### src/rtl/uart_rx.sv
// 8N1 UART receiver: synchronises rx, samples each bit at mid-bit and presents
// received bytes on a valid/ready holding register with framing/overrun flags.
module uart_rx #(
  parameter int unsigned CLOCKS_PER_BIT = 10,
  parameter int unsigned SYNC_STAGES    = 2
) (
  input  logic       clk,
  input  logic       rst,
  input  logic       rx,
  output logic [7:0] data,
  output logic       valid,
  input  logic       ready,
  output logic       busy,
  output logic       frame_err,
  output logic       overrun
);

  localparam int unsigned CntW = $clog2(CLOCKS_PER_BIT);
  localparam logic [CntW-1:0] LastCnt = CntW'(CLOCKS_PER_BIT - 1);
  localparam logic [CntW-1:0] HalfCnt = CntW'(CLOCKS_PER_BIT / 2 - 1);

  typedef enum logic [2:0] {StIdle, StStart, StData, StStop, StBreak} state_e;

  state_e                 state_q, state_d;
  logic [SYNC_STAGES-1:0] sync_q, sync_d;
  logic [CntW-1:0]        cnt_q, cnt_d;
  logic [2:0]             bit_q, bit_d;
  logic [7:0]             shift_q, shift_d;
  logic [7:0]             data_q, data_d;
  logic                   valid_q, valid_d;
  logic                   frame_err_q, frame_err_d;
  logic                   overrun_q, overrun_d;
  logic                   rx_s;

  assign rx_s = sync_q[SYNC_STAGES-1];

  always_comb begin
    state_d     = state_q;
    sync_d      = {sync_q[SYNC_STAGES-2:0], rx};
    cnt_d       = cnt_q;
    bit_d       = bit_q;
    shift_d     = shift_q;
    data_d      = data_q;
    valid_d     = valid_q;
    frame_err_d = 1'b0;
    overrun_d   = 1'b0;

    if (valid_q && ready) valid_d = 1'b0;

    case (state_q)
      StIdle: begin
        if (!rx_s) begin
          state_d = StStart;
          cnt_d   = '0;
        end
      end
      StStart: begin
        if (cnt_q == HalfCnt) begin
          cnt_d = '0;
          bit_d = '0;
          // A start bit that is gone by mid-bit is treated as line noise.
          state_d = rx_s ? StIdle : StData;
        end else begin
          cnt_d = cnt_q + 1'b1;
        end
      end
      StData: begin
        if (cnt_q == LastCnt) begin
          cnt_d   = '0;
          shift_d = {rx_s, shift_q[7:1]};
          if (bit_q == 3'd7) state_d = StStop;
          else               bit_d   = bit_q + 1'b1;
        end else begin
          cnt_d = cnt_q + 1'b1;
        end
      end
      StStop: begin
        if (cnt_q == LastCnt) begin
          cnt_d = '0;
          if (rx_s) begin
            state_d = StIdle;
            // Same-cycle consume frees the holding register for the new byte.
            if (!valid_q || ready) begin
              data_d  = shift_q;
              valid_d = 1'b1;
            end else begin
              overrun_d = 1'b1;
            end
          end else begin
            frame_err_d = 1'b1;
            state_d     = StBreak;
          end
        end else begin
          cnt_d = cnt_q + 1'b1;
        end
      end
      StBreak: begin
        if (rx_s) state_d = StIdle;
      end
      default: state_d = StIdle;
    endcase
  end

  always_ff @(posedge clk) begin
    if (!rst) begin
      state_q     <= StIdle;
      sync_q      <= '1;
      cnt_q       <= '0;
      bit_q       <= '0;
      shift_q     <= '0;
      data_q      <= '0;
      valid_q     <= 1'b0;
      frame_err_q <= 1'b0;
      overrun_q   <= 1'b0;
    end else begin
      state_q     <= state_d;
      sync_q      <= sync_d;
      cnt_q       <= cnt_d;
      bit_q       <= bit_d;
      shift_q     <= shift_d;
      data_q      <= data_d;
      valid_q     <= valid_d;
      frame_err_q <= frame_err_d;
      overrun_q   <= overrun_d;
    end
  end

  assign data      = data_q;
  assign valid     = valid_q;
  assign busy      = (state_q != StIdle);
  assign frame_err = frame_err_q;
  assign overrun   = overrun_q;

endmodule

### config.mk
export PLATFORM = sky130hd
export DESIGN_NAME = uart_rx
export DESIGN_NICKNAME = d
export VERILOG_FILES = /design/src/rtl/uart_rx.sv
export SDC_FILE = /design/constraint.sdc
export NUM_CORES = 1
export LEC_CHECK = 0
export ABC_AREA = 1
export BUFFER_PORTS_ARGS = -buffer_cell sky130_fd_sc_hd__buf_2
export CAP_MARGIN = 20
export CORE_ASPECT_RATIO = 1.1
export CORE_UTILIZATION = 53
export CTS_CLUSTER_SIZE = 10
export DETAILED_ROUTE_END_ITERATION = 10
export GPL_TIMING_DRIVEN = 0
export HOLD_SLACK_MARGIN = 0.02
export PLACE_DENSITY_LB_ADDON = 0.08
export SYNTH_ARGS = -nofsm -noshare
export SYNTH_HDL_FRONTEND = slang
export SYNTH_SLANG_ARGS = --single-unit
### constraint.sdc
create_clock -name clk -period 1.6 [get_ports clk]
set_clock_uncertainty 0.05 [all_clocks]
set_input_delay 0.08 -clock clk [delete_from_list [all_inputs] [get_ports clk]]
set_output_delay 0.08 -clock clk [all_outputs]
set_load 0.005 [all_outputs]
# == Word-level counts from Yosys, hierarchy flattened ==
# Cells that the tools add are included.
# word_totals
regBits,31
in_bits,4
out_inout_bits,12
elab_cells,64
# op_classes
addsub,2
n_eq_ne,14
muxes,24
reduce_logical,15
# op_table
operator,count
$mux W3,10
$pmux W3 S5,1
$ne A2 B2 Y1 const B,7
$mux W4,3
$pmux W4 S3,1
$reduce_and A4 Y1,3
$mux W1,7
$eq A3 B2 Y1 const B,2
$eq A3 B3 Y1 const B,2
$pmux W3 S2,1
$reduce_and A6 Y1,1
$reduce_bool A3 Y1,2
$add A4 B1 Y4 const B,1
$eq A4 B3 Y1 const B,1
$eq A4 B4 Y1 const B,1
$reduce_and A2 Y1,2
$add A3 B1 Y3 const B,1
$eq A3 B1 Y1 const B,1
$logic_not A3 Y1,1
$reduce_and A3 Y1,1
$mux W2,1
$reduce_bool A2 Y1,1
$reduce_or A2 Y1,1
$logic_and A1 B1 Y1,1
other kinds (2),2

# == Depth between registers and ports, before layout ==
# Gate-level depths: netlist (run 1).
# depth
ltp_word,6
ltp_mapped,10
mapped_depth_nobuf,10

# == Worst setup path before layout (run 1) ==
# OpenSTA, ideal clock, no wires.
# synth_path
path_type,reg2reg
from,reg cnt_q[1]
to,reg data_q[7] (netlist: data[7])
setup_ns,0.116
arrival_ns,1.271
t_required_ns,1.434
setup_slack_ns,0.163
path_stages_with_launch,8
path_buffers,0
period_less_slack_ns,1.437
cell_sequence,dfxtp_1 -> inv_1 -> ha_1 -> nand3_2 -> nor2_1 -> nand3_4 -> o21ai_0 -> nor2_1
# synth_via
elab_chain_len,2
# synth_rtl
element,line,rtl
start: declaration,26,"logic [CntW-1:0] cnt_q, cnt_d;"
start signal: assignment,118,cnt_q <= cnt_d;
$eq A4 B4 Y1,78,if (cnt_q == LastCnt) begin
$reduce_and A4 Y1 (no source line),n/a,
end signal: assignment,121,data_q <= data_d;
end: declaration,29,"logic [7:0] data_q, data_d;"
# Every way passes these cells.
# A chain may end at the register's enable or synchronous reset.

# == Final worst setup path (run 1) ==
# layout_path
from,reg cnt_q[0]
to,reg bit_q[0]
# layout_via
elab_chain_len,3
word_cells_on_any_way,5
classes_between,eq/ne (4); reduce/logical (1)
# layout_rtl
element,line,rtl
$eq A4 B4 Y1 or $eq A4 B3 Y1 (tied branches),"68, 58",
$ne A2 B2 Y1 (no source line),n/a,
$reduce_and A4 Y1 (no source line) *,n/a,
end signal: assignment,119,bit_q <= bit_d;
end: declaration,27,"logic [2:0] bit_q, bit_d;"
# Mark *: on every way between the ends. The rest lies on a longest branch, timed or not.

==> impl_metrics.sql, run 1 <==
INSERT INTO impl_metrics (metric_group, metric, value, unit) VALUES
('status', 'run_status', 'complete, no violations', ''),
('cells_and_area', 'fill_cells', '219', ''),
('floorplanning', 'fp.dieH', '56.5', 'um'),
('timing', 'report.final.hold_viol_count', '0', ''),
('setup_path', 'critical_path.reg2reg.endpoint', 'bit_q[0]$_SDFFE_PN0P_', ''),
('setup_path', 'crit-reg2reg-launch', 'cnt_q[0]$_SDFFE_PN0P_', ''),
('setup_path', 'start_kind', 'register', ''),
('cells_and_area', 'layout_commonest_cell', 'sky130_fd_sc_hd__nor2_1', ''),
('yosys', 'syn-num-nets', '199', ''),
('setup_path', 'worstSetupEndpointType', 'register', ''),
('yosys', 'ys.warnings.count', '0', ''),
('timing', 'layout_min_cycle_time', '1.46', 'ns'),
('yosys', 'yosys.cell_types.count', '26', ''),
('global_routing', 'grt_use_met3', '8.13', '%'),
('global_routing', 'maximum_number_of_pins_on_one_net_before_global_route_repair', '11', ''),
('floorplanning', 'floorplan.die_area', '2920', 'um2'),
('timing', 'relSlewSlack', '70.0', '%'),
('routing', 'drc', '0', ''),
('timing', 'hold_ws', '0.372', 'ns'),
('routing', 'detailedRoute.firstPassIterationCount', '4', ''),
('cells_and_area', 'nets', '225', ''),
('floorplanning', 'start_util', '56.9', '%'),
('clock_network', 'cts-htree-levels', '2', ''),
('global_routing', 'global_route.usage.met2', '36.4', '%'),
('global_routing', 'globalRouteTotalUtil', '22.3', '%'),
('routing', 'detail_route.iter0.violations', '51', ''),
('global_routing', 'global_route.peak_usage_layer', 'met2', ''),
('floorplanning', 'core_area', '2520', 'um2'),
('clock_network', 'tritoncts.num_buffers', '5', ''),
('setup_path', 'critical_path_peak_fanout', '4', ''),
('global_routing', 'antenna_found_initial', '0', ''),
('power_and_ir_drop', 'vdd_drop_max', '1.28', 'mV'),
('timing', 'tightestPinTransition', '0.450', 'ns'),
('cells_and_area', 'final_cell_mix', '46 x sky130_fd_sc_hd__nor2_1, 30 x sky130_fd_sc_hd__dfxtp_1, 20 x sky130_fd_sc_hd__nand2_1', ''),
('global_routing', 'gr-total-overflow', '0', ''),
('timing', 'unrepaired_setup_endpoints_after_global_routing', 'false', ''),
('timing', 'setup_viol', '0', ''),
('placed_design', 'gpl.final_weighted_congestion', '0.865', ''),
('yosys', 'synthesis.instances', '190', ''),
('floorplanning', 'std_cell_rows', '19', ''),
('yosys', 'synth_area', '1430', 'um2'),
('timing', 'maxSlewViolCount', '0', ''),
('global_routing', 'gr-usage-met1', '23.9', '%'),
('floorplanning', 'die_x', '51.6', 'um'),
('setup_path', 'setup.worst_path.end', 'bit_q[0]$_SDFFE_PN0P_', ''),
('cells_and_area', 'flow.area_growth_from_synthesis', '19.8', '%'),
('setup_path', 'path_class', 'register to register', ''),
('routing', 'drt_antenna_net_count', '0', ''),
('global_routing', 'number_of_global_route_vias_before_repair', '1138', ''),
('setup_path', 'worst-r2r-setup-slack', '0.14', 'ns'),
('routing', 'vias_per_cell', '5.02', ''),
('yosys', 'fraction_of_the_yosys_area_taken_by_sequential_cells', '43.3', '%'),
('setup_path', 'worstRegToRegCells', '9', ''),
('yosys', 'synth.avg_cell_area', '7.54', 'um2'),
('cells_and_area', 'multi_input_area', '758', 'um2'),
('clock_network', 'clock_transition_at_path_regs', '0.10', 'ns'),
('placed_design', 'dpl.hpwl', '1960', 'um'),
('routing', 'wl_per_cell', '11.3', 'um'),
('power_and_ir_drop', 'power_leakage', '0.784', 'nW'),
('cells_and_area', 'layout-drive-gt1-share', '25.8', '%'),
('yosys', 'postSynthRegisterBits', '31', ''),
('global_routing', 'grt_pass1_wl', '4680', 'um'),
('clock_network', 'clock_path_buffers', '2', ''),
('power_and_ir_drop', 'power_density', '1540', 'nW/um2'),
('power_and_ir_drop', 'fin_total_pwr', '0.00264', 'W'),
('cells_and_area', 'core_utilization_of_the_finished_layout', '68.1', '%'),
('cells_and_area', 'final_cell_area', '1720', 'um2'),
('timing', 'fmax', '687', 'MHz'),
('clock_network', 'cts_num_sinks', '31', ''),
('placed_design', 'post_dp_cell_area', '1550', 'um2'),
('setup_path', 'critPathRequiredTime', '1.79', 'ns');
-- where the power goes --
| group | switching (W) | leakage (nW) | internal, W |
|---|---|---|---|
| registers | 0.0000920 | 0.251 | 0.000842 |
| logic | 0.000690 | 0.484 | 0.000367 |
| clock network | 0.000278 | 0.0482 | 0.000369 |
-- critical path, cell delays in order (launching register included) --
cell,delay [ns]
sky130_fd_sc_hd__dfxtp_2,0.35
sky130_fd_sc_hd__inv_1,0.12
sky130_fd_sc_hd__ha_1,0.16
sky130_fd_sc_hd__nand3_1,0.13
sky130_fd_sc_hd__nand2_2,0.14
sky130_fd_sc_hd__nand2_2,0.09
sky130_fd_sc_hd__inv_2,0.09
sky130_fd_sc_hd__nand2_4,0.06
sky130_fd_sc_hd__a21oi_1,0.12
sky130_fd_sc_hd__nor2_1,0.05
-- synth_stat cells (all sizes together) --
cell	instances	area, um2
nor2	55	236
dfxtp	31	621
nand2	25	111
inv	20	75.1
nand3	17	120
o21ai	17	85.1
a21oi	7	38.8
ha	5	62.6
clkinv	3	16.3
clkbuf	2	7.51
nor3	2	10.0
or2	2	12.5
a211oi	1	7.51
o211ai	1	7.51
o22ai	1	12.5
xor2	1	8.76
-- sequential cells by signal, summed over array words and instances (netlist names) --
name,flops
data,8
cnt_q,4
valid,1
sync_q,2
bit_q,3
state_q,3
frame_err,1
shift_q,8
overrun,1
-- cell families (layout without fill, tap and decap cells) --
logic type,Yosys count,count (layout),share of synthesized area [%]
and+or+nand+nor,101,101,34.2
DFF,31,31,43.3
AOI/OAI and AO/OA,27,27,10.6
buffers and inverters,25,52,6.90
adders and majority gates,5,5,4.37
xor gates and xnor gates,1,1,0.611
-- how the worst min path moves through the flow --
| stage | slack [ns] | startpoint | end | cells after the start |
|---|---|---|---|---|
| 2_1_floorplan | 0.14 | rx | sync_q[0]$_SDFF_PN1_ | 1 |
| 3_3_place_gp | 0.22 | rx | sync_q[0]$_SDFF_PN1_ | 2 |
| 3_5_place_dp | 0.22 | rx | sync_q[0]$_SDFF_PN1_ | 2 |
| 4_1_cts | 0.38 | sync_q[0]$_SDFF_PN1_ | sync_q[1]$_SDFF_PN1_ | 1 |
| 5_1_grt | 0.38 | sync_q[0]$_SDFF_PN1_ | sync_q[1]$_SDFF_PN1_ | 1 |
| 6_report | 0.37 | sync_q[0]$_SDFF_PN1_ | sync_q[1]$_SDFF_PN1_ | 1 |
-- per-layer routing --
metal | part of all wire [%] | routed length (um)
met5 | 0 | 0
met4 | 2.2 | 62
met3 | 3.8 | 108
met2 | 48 | 1360
met1 | 45 | 1280
-- through the flow --
stage | setup WS (ns) | cells
after floorplan | 0.163 | 190
after global placement | 0.0264 | 236
after detailed placement | 0.0272 | 236
after CTS | 0.00355 | 247
after global routing | 0.0337 | 248
final | 0.144 | 248
-- what timing repair did --
action,CTS,global route
resized for setup,0,12
endpoints found under the hold margin,4,0
setup endpoints to repair,0,19
hold buffers,3,0
buffers inserted,0,1
-- final cells by class --
cell class,count,area share [%]
Clock buffer,6,2.99
Tap cell,31,2.26
Sequential cell,31,36.2
Buffer,2,0.437
Timing Repair Buffer,19,6.56
Clock inverter,2,2.04
Inverter,23,5.32
Multi-Input combinational cell,134,44.2
Power figures use the tool's default switching activity.
==> run 2: changes to the inputs <==
--- a/config.mk
+++ b/config.mk
@@ -14,7 +14,7 @@
 export DETAILED_ROUTE_END_ITERATION = 10
 export GPL_TIMING_DRIVEN = 0
 export HOLD_SLACK_MARGIN = 0.02
-export PLACE_DENSITY_LB_ADDON = 0.08
+export PLACE_DENSITY_LB_ADDON = 0.05
 export SYNTH_ARGS = -nofsm -noshare
 export SYNTH_HDL_FRONTEND = slang
 export SYNTH_SLANG_ARGS = --single-unit
==> impl_metrics.sql, run 2 (synthesis gave the netlist of run 1 again) <==
INSERT INTO impl_metrics (metric_group, metric, value, unit) VALUES
('routing', 'detail_route.iter0.violations', '49', ''),
('clock_network', 'cts-root-buf', 'sky130_fd_sc_hd__clkbuf_4', ''),
('routing', 'drc', '0', ''),
('status', 'run_status', 'complete, no violations', ''),
('global_routing', 'number_of_global_route_vias_before_repair', '1160', ''),
('clock_network', 'tritoncts.num_buffers', '5', ''),
('timing', 'hold_ws', '0.0293', 'ns'),
('cells_and_area', 'fill_cells', '227', ''),
('routing', 'via_total_after_detailed_routing', '1248', ''),
('timing', 'unrepaired_setup_endpoints_after_global_routing', 'true', ''),
('setup_path', 'worstSetupEndpointType', 'register', ''),
('timing', 'relSlewSlack', '69.1', '%'),
('setup_path', 'start_kind', 'register', ''),
('setup_path', 'arrival', '1.69', 'ns'),
('global_routing', 'grt_pass1_wl', '4840', 'um'),
('power_and_ir_drop', 'vdd_drop_max', '1.04', 'mV'),
('routing', 'drt_antenna_net_count', '0', ''),
('placed_design', 'gpl.final_weighted_congestion', '0.891', ''),
('setup_path', 'path_cells', 'ha_1 -> nand3_4 -> nor2_2 -> nand3_4 -> clkinv_4 -> nor2_1 -> nor2_1', ''),
('clock_network', 'clock_transition_at_path_regs', '0.09', 'ns'),
('clock_network', 'cts_num_sinks', '31', ''),
('setup_path', 'critical_path_peak_fanout', '9', ''),
('cells_and_area', 'multi_input_area', '731', 'um2'),
('setup_path', 'critical_path.top_delay_family', 'simple AND/OR/NAND/NOR gates', ''),
('cells_and_area', 'core_utilization_of_the_finished_layout', '65.7', '%'),
('setup_path', 'cp_num_buf_inv', '1', ''),
('floorplanning', 'top_level_ports', '16', ''),
('setup_path', 'critPathRequiredTime', '1.81', 'ns'),
('floorplanning', 'start_util', '56.9', '%'),
('setup_path', 'path_class', 'register to register', ''),
('global_routing', 'globalRouteTotalUtil', '22.5', '%'),
('floorplanning', 'die_x', '51.6', 'um'),
('power_and_ir_drop', 'power_density', '1440', 'nW/um2'),
('routing', 'detailedRoute.firstPassIterationCount', '5', ''),
('cells_and_area', 'flow.area_growth_from_synthesis', '15.5', '%'),
('floorplanning', 'floorplan.die_area', '2920', 'um2'),
('cells_and_area', 'layout_commonest_cell', 'sky130_fd_sc_hd__nor2_1', ''),
('timing', 'final_min_period_over_clock_period', '92.6', '%'),
('timing', 'report.final.hold_viol_count', '0', ''),
('hold_path', 'class_of_the_worst_hold_path', 'input port to register', ''),
('global_routing', 'gr-total-overflow', '0', ''),
('hold_path', 'min-delay-start', 'ready', ''),
('floorplanning', 'fp.dieH', '56.5', 'um'),
('timing', 'maxSlewViolCount', '0', ''),
('setup_path', 'critPathSlowestCell', 'sky130_fd_sc_hd__dfxtp_1', ''),
('routing', 'vias_per_cell', '5.05', ''),
('clock_network', 'clock_path_buffers', '2', ''),
('routing', 'totalWireLength', '2870', 'um'),
('routing', 'wl_per_cell', '11.6', 'um'),
('placed_design', 'port-buffer-count', '15', ''),
('cells_and_area', 'register_area', '621', 'um2'),
('floorplanning', 'std_cell_rows', '19', ''),
('setup_path', 'crit-reg2reg-launch', 'cnt_q[0]$_SDFFE_PN0P_', ''),
('placed_design', 'dpl.hpwl', '2070', 'um'),
('cells_and_area', 'final_cell_mix', '47 x sky130_fd_sc_hd__nor2_1, 31 x sky130_fd_sc_hd__dfxtp_1, 20 x sky130_fd_sc_hd__nand2_1', ''),
('timing', 'fmax', '675', 'MHz'),
('clock_network', 'cts-htree-levels', '2', ''),
('global_routing', 'antenna_found_initial', '0', ''),
('clock_network', 'clock_tree_from_tritoncts', 'done', ''),
('clock_network', 'insertion_delay', '0.32', 'ns'),
('timing', 'tns', '0', 'ns'),
('global_routing', 'maximum_number_of_pins_on_one_net_before_global_route_repair', '11', ''),
('timing', 'layout_min_cycle_time', '1.48', 'ns'),
('floorplanning', 'core_area', '2520', 'um2'),
('setup_path', 'crit_path_max_incr_delay', '0.41', 'ns'),
('cells_and_area', 'nets', '225', ''),
('cells_and_area', 'layout-drive-gt1-share', '24.1', '%'),
('power_and_ir_drop', 'fin_total_pwr', '0.00238', 'W'),
('setup_path', 'crit_start', 'cnt_q[0]$_SDFFE_PN0P_', ''),
('timing', 'tightestPinTransition', '0.463', 'ns'),
('cells_and_area', 'antennaDiodeCount', '0', ''),
('timing', 'setup_viol', '0', ''),
('power_and_ir_drop', 'power_leakage', '0.767', 'nW'),
('job', 'max_cap_violations', '0', '');
run 2: cell types whose count changed in the layout (fill, tap and decap cells not counted), sizes merged:
cell,previous run,this run
dlygate4sd3,3,2
buf,16,17
bufinv,1,0
run 2: per-layer routing:
layer	part of all wire (%)	routed length (um)	vias to the layer above	GRT usage (%)
met5	0	0	-	0
met4	1.5	42	0	14.7
met3	4.5	130	4	6.23
met2	51	1470	26	37.8
met1	43	1230	562	24.0
li1	-	-	656	-
run 2: final timing paths:
| check | end | slack, ns | cells after the start |
|---|---|---|---|
| max | data[5]$_SDFFE_PN0P_ | 0.12 | 7 |
| min | overrun$_SDFF_PN0_ | 0.03 | 4 |
| max reg2reg | data[5]$_SDFFE_PN0P_ | 0.12 | 7 |
| min reg2reg | sync_q[1]$_SDFF_PN1_ | 0.37 | 1 |
run 2: power breakdown:
| part | total, W | internal (W) | switching, W | leakage (nW) |
|---|---|---|---|---|
| clock | 0.000462 | 0.000203 | 0.000259 | 0.0341 |
| combinational | 0.000990 | 0.000342 | 0.000648 | 0.482 |
| sequential | 0.000926 | 0.000839 | 0.0000861 | 0.251 |
| total | 0.00238 | 0.00138 | 0.000993 | 0.767 |
run 2: tightest hold or removal path, delay by kind of cell:
family | cells | cell delay, ns
simple gates | 2 | 0.10
buf+inv | 2 | 0.19
run 2: layout make-up:
type / instances / share of cell area (%)
buffer: 2 / 0.454
clock buffer: 6 / 3.10
clock inverter: 1 / 0.302
inverter: 23 / 5.52
multi-input combinational: 134 / 44.1
sequential: 31 / 37.5
tap: 31 / 2.34
timing repair buffer: 19 / 6.65
run 2: through the flow:
stage | setup WS (ns) | instances | cell area [um2]
2_1_floorplan | 0.163 | 190 | 1430
3_3_place_gp | 0.0434 | 236 | 1550
3_5_place_dp | 0.00632 | 236 | 1550
4_1_cts | 0.0590 | 245 | 1630
5_1_grt | -0.0195 | 247 | 1660
6_report | 0.118 | 247 | 1660
run 2: repair_timing:
item / in CTS / in global routing
gates resized for setup: 1 / 3
endpoints found under the setup margin: 2 / 19
hold buffers: 2 / 0
pin swaps: 0 / 1
endpoints found under the hold margin: 3 / 0
buffers inserted: 0 / 2
==> run 3: changes to the inputs <==
--- a/config.mk
+++ b/config.mk
@@ -14,7 +14,8 @@
 export DETAILED_ROUTE_END_ITERATION = 10
 export GPL_TIMING_DRIVEN = 0
 export HOLD_SLACK_MARGIN = 0.02
-export PLACE_DENSITY_LB_ADDON = 0.05
+export PLACE_DENSITY_LB_ADDON = 0.08
+export SETUP_SLACK_MARGIN = 0.2
 export SYNTH_ARGS = -nofsm -noshare
 export SYNTH_HDL_FRONTEND = slang
 export SYNTH_SLANG_ARGS = --single-unit
==> impl_metrics.sql, run 3 (synthesis gave the netlist of run 1 again) <==
INSERT INTO impl_metrics (metric_group, metric, value, unit) VALUES
('timing', 'fmax', '706', 'MHz'),
('routing', 'detail_route.iter0.violations', '20', ''),
('cells_and_area', 'flow.area_growth_from_synthesis', '30.5', '%'),
('global_routing', 'maximum_number_of_pins_on_one_net_before_global_route_repair', '11', ''),
('power_and_ir_drop', 'power.clock.fraction', '22.5', '%'),
('clock_network', 'cts_num_sinks', '31', ''),
('setup_path', 'path_class', 'register to register', ''),
('routing', 'vias_per_cell', '5.13', ''),
('power_and_ir_drop', 'combPwrFrac', '43.8', '%'),
('floorplanning', 'floorplan.die_area', '2920', 'um2'),
('floorplanning', 'core_area', '2520', 'um2'),
('clock_network', 'clock_tree_from_tritoncts', 'done', ''),
('setup_path', 'worstSetupEndpointType', 'register', ''),
('power_and_ir_drop', 'p_switching', '0.00115', 'W'),
('job', 'max_cap_violations', '0', ''),
('timing', 'tightestPinTransition', '0.427', 'ns'),
('floorplanning', 'top_level_ports', '16', ''),
('setup_path', 'start_kind', 'register', ''),
('cells_and_area', 'layout-drive-gt1-share', '38.6', '%'),
('status', 'run_status', 'complete, no violations', ''),
('global_routing', 'gr-total-overflow', '0', ''),
('clock_network', 'clock_path_buffers', '2', ''),
('timing', 'setup_viol', '0', ''),
('floorplanning', 'std_cell_rows', '19', ''),
('timing', 'fin_ws', '0.184', 'ns'),
('routing', 'via_total_after_detailed_routing', '1302', ''),
('floorplanning', 'start_util', '56.9', '%'),
('routing', 'drc', '0', ''),
('clock_network', 'insertion_delay', '0.34', 'ns'),
('cells_and_area', 'final_cell_mix', '40 x sky130_fd_sc_hd__nor2_1, 25 x sky130_fd_sc_hd__dfxtp_1, 18 x sky130_fd_sc_hd__nand2_1', ''),
('floorplanning', 'die_x', '51.6', 'um'),
('cells_and_area', 'layout_commonest_cell', 'sky130_fd_sc_hd__nor2_1', ''),
('power_and_ir_drop', 'share_seq_of_total_power', '33.7', '%'),
('placed_design', 'post_dp_cell_area', '1550', 'um2'),
('routing', 'detailedRoute.firstPassIterationCount', '4', ''),
('hold_path', 'class_of_the_worst_hold_path', 'input port to register', ''),
('setup_path', 'worst-r2r-setup-slack', '0.18', 'ns'),
('setup_path', 'arrival', '1.60', 'ns'),
('setup_path', 'critPathRequiredTime', '1.79', 'ns'),
('global_routing', 'grt_pass1_wl', '5100', 'um'),
('power_and_ir_drop', 'power_leakage', '0.842', 'nW'),
('global_routing', 'number_of_global_route_vias_before_repair', '1250', ''),
('routing', 'drt_antenna_net_count', '0', ''),
('clock_network', 'cts-htree-levels', '2', ''),
('timing', 'final_min_period_over_clock_period', '88.5', '%'),
('power_and_ir_drop', 'power.internal', '0.00171', 'W'),
('timing', 'layout_min_cycle_time', '1.42', 'ns'),
('floorplanning', 'fp.dieH', '56.5', 'um'),
('power_and_ir_drop', 'power_density', '1530', 'nW/um2'),
('clock_network', 'clock_transition_at_path_regs', '0.09', 'ns'),
('timing', 'hold_ws', '0.0724', 'ns'),
('timing', 'unrepaired_setup_endpoints_after_global_routing', 'true', ''),
('global_routing', 'globalRouteTotalUtil', '23.8', '%'),
('placed_design', 'pre_cts_slack', '0.0636', 'ns'),
('power_and_ir_drop', 'vdd_drop_max', '1.57', 'mV'),
('cells_and_area', 'final_cell_count_no_fill', '254', ''),
('placed_design', 'gpl.final_weighted_congestion', '0.874', ''),
('cells_and_area', 'final_cell_area', '1870', 'um2'),
('routing', 'totalWireLength', '3080', 'um'),
('placed_design', 'dpl.hpwl', '2070', 'um'),
('placed_design', 'port-buffer-count', '15', ''),
('power_and_ir_drop', 'power.switching_fraction', '40.2', '%'),
('clock_network', 'cts-root-buf', 'sky130_fd_sc_hd__clkbuf_4', ''),
('clock_network', 'tritoncts.num_buffers', '5', ''),
('global_routing', 'antenna_found_initial', '0', ''),
('timing', 'report.final.hold_viol_count', '0', ''),
('setup_path', 'critical_path_peak_fanout', '6', ''),
('routing', 'wl_per_cell', '12.1', 'um'),
('timing', 'tns', '0', 'ns'),
('cells_and_area', 'nets', '231', ''),
('timing', 'relSlewSlack', '71.5', '%'),
('timing', 'maxSlewViolCount', '0', ''),
('cells_and_area', 'antennaDiodeCount', '0', ''),
('placed_design', 'placed_cells', '236', '');
## run 3: changes by cell type in the layout (fill, tap and decap cells not counted), sizes merged
cell,before,now
bufinv,0,1
nand3,17,18
clkinv,4,3
buf,17,22
inv,20,21
## run 3: metrics by stage
step / util [%] / total power (W)
2_1_floorplan: - / 0.00170
3_3_place_gp: 61.5 / 0.00185
3_5_place_dp: 61.5 / 0.00189
4_1_cts: 69.7 / 0.00270
5_1_grt: 74.2 / 0.00306
6_report: 74.2 / 0.00285
## run 3: worst paths after layout
| check | start | cells after the start | to |
|---|---|---|---|
| worst max-delay path | cnt_q[1]$_SDFFE_PN0P_ | 9 | state_q[0]$_SDFFE_PN0P_ |
| worst max register to register | cnt_q[1]$_SDFFE_PN0P_ | 9 | state_q[0]$_SDFFE_PN0P_ |
| worst min-delay path | ready | 4 | overrun$_SDFF_PN0_ |
| worst min register to register | sync_q[0]$_SDFF_PN1_ | 1 | sync_q[1]$_SDFF_PN1_ |
## run 3: worst max-delay path, stage by stage, from the launching register on
cell                      delay, ns
sky130_fd_sc_hd__dfxtp_4       0.37
sky130_fd_sc_hd__inv_4         0.08
sky130_fd_sc_hd__ha_4          0.13
sky130_fd_sc_hd__nand3_4       0.14
sky130_fd_sc_hd__nand2_4       0.15
sky130_fd_sc_hd__nand2_4       0.08
sky130_fd_sc_hd__nor2_4        0.12
sky130_fd_sc_hd__nand3_1       0.09
sky130_fd_sc_hd__nand2_1       0.07
sky130_fd_sc_hd__nor2_1        0.04
## run 3: cell type report
type	instances	area, um2
Multi-Input combinational cell	135	860
Fill cell	187	651
Sequential cell	31	633
Timing Repair Buffer	24	148
Inverter	23	96.3
Clock buffer	6	51.3
Tap cell	31	38.8
Clock inverter	2	35.0
Buffer	2	7.51
## run 3: timing repair
item	in CTS	in global routing
hold buffers	2	0
pin swaps	8	15
resized for setup	20	26
gates cloned	1	0
endpoints found under the hold margin	3	0
endpoints found under the setup margin	25	17
setup buffers	3	4
## run 3: power groups by stage
stage               clock network [W]  registers, W  logic, W
global placement                    0      0.000942  0.000910
global route                 0.000688      0.000973   0.00140
finish                       0.000642      0.000962   0.00125
detailed placement                  0      0.000948  0.000939
CTS                          0.000655      0.000950   0.00110
floorplan                           0      0.000928  0.000770
## run 3: layer usage
metal	routed length [um]	track usage, %	up-vias
li1	-	-	666
met1	1250	24.3	604
met2	1660	42.7	23
met3	95	8.13	9
met4	76	10.0	0
met5	0	0	-
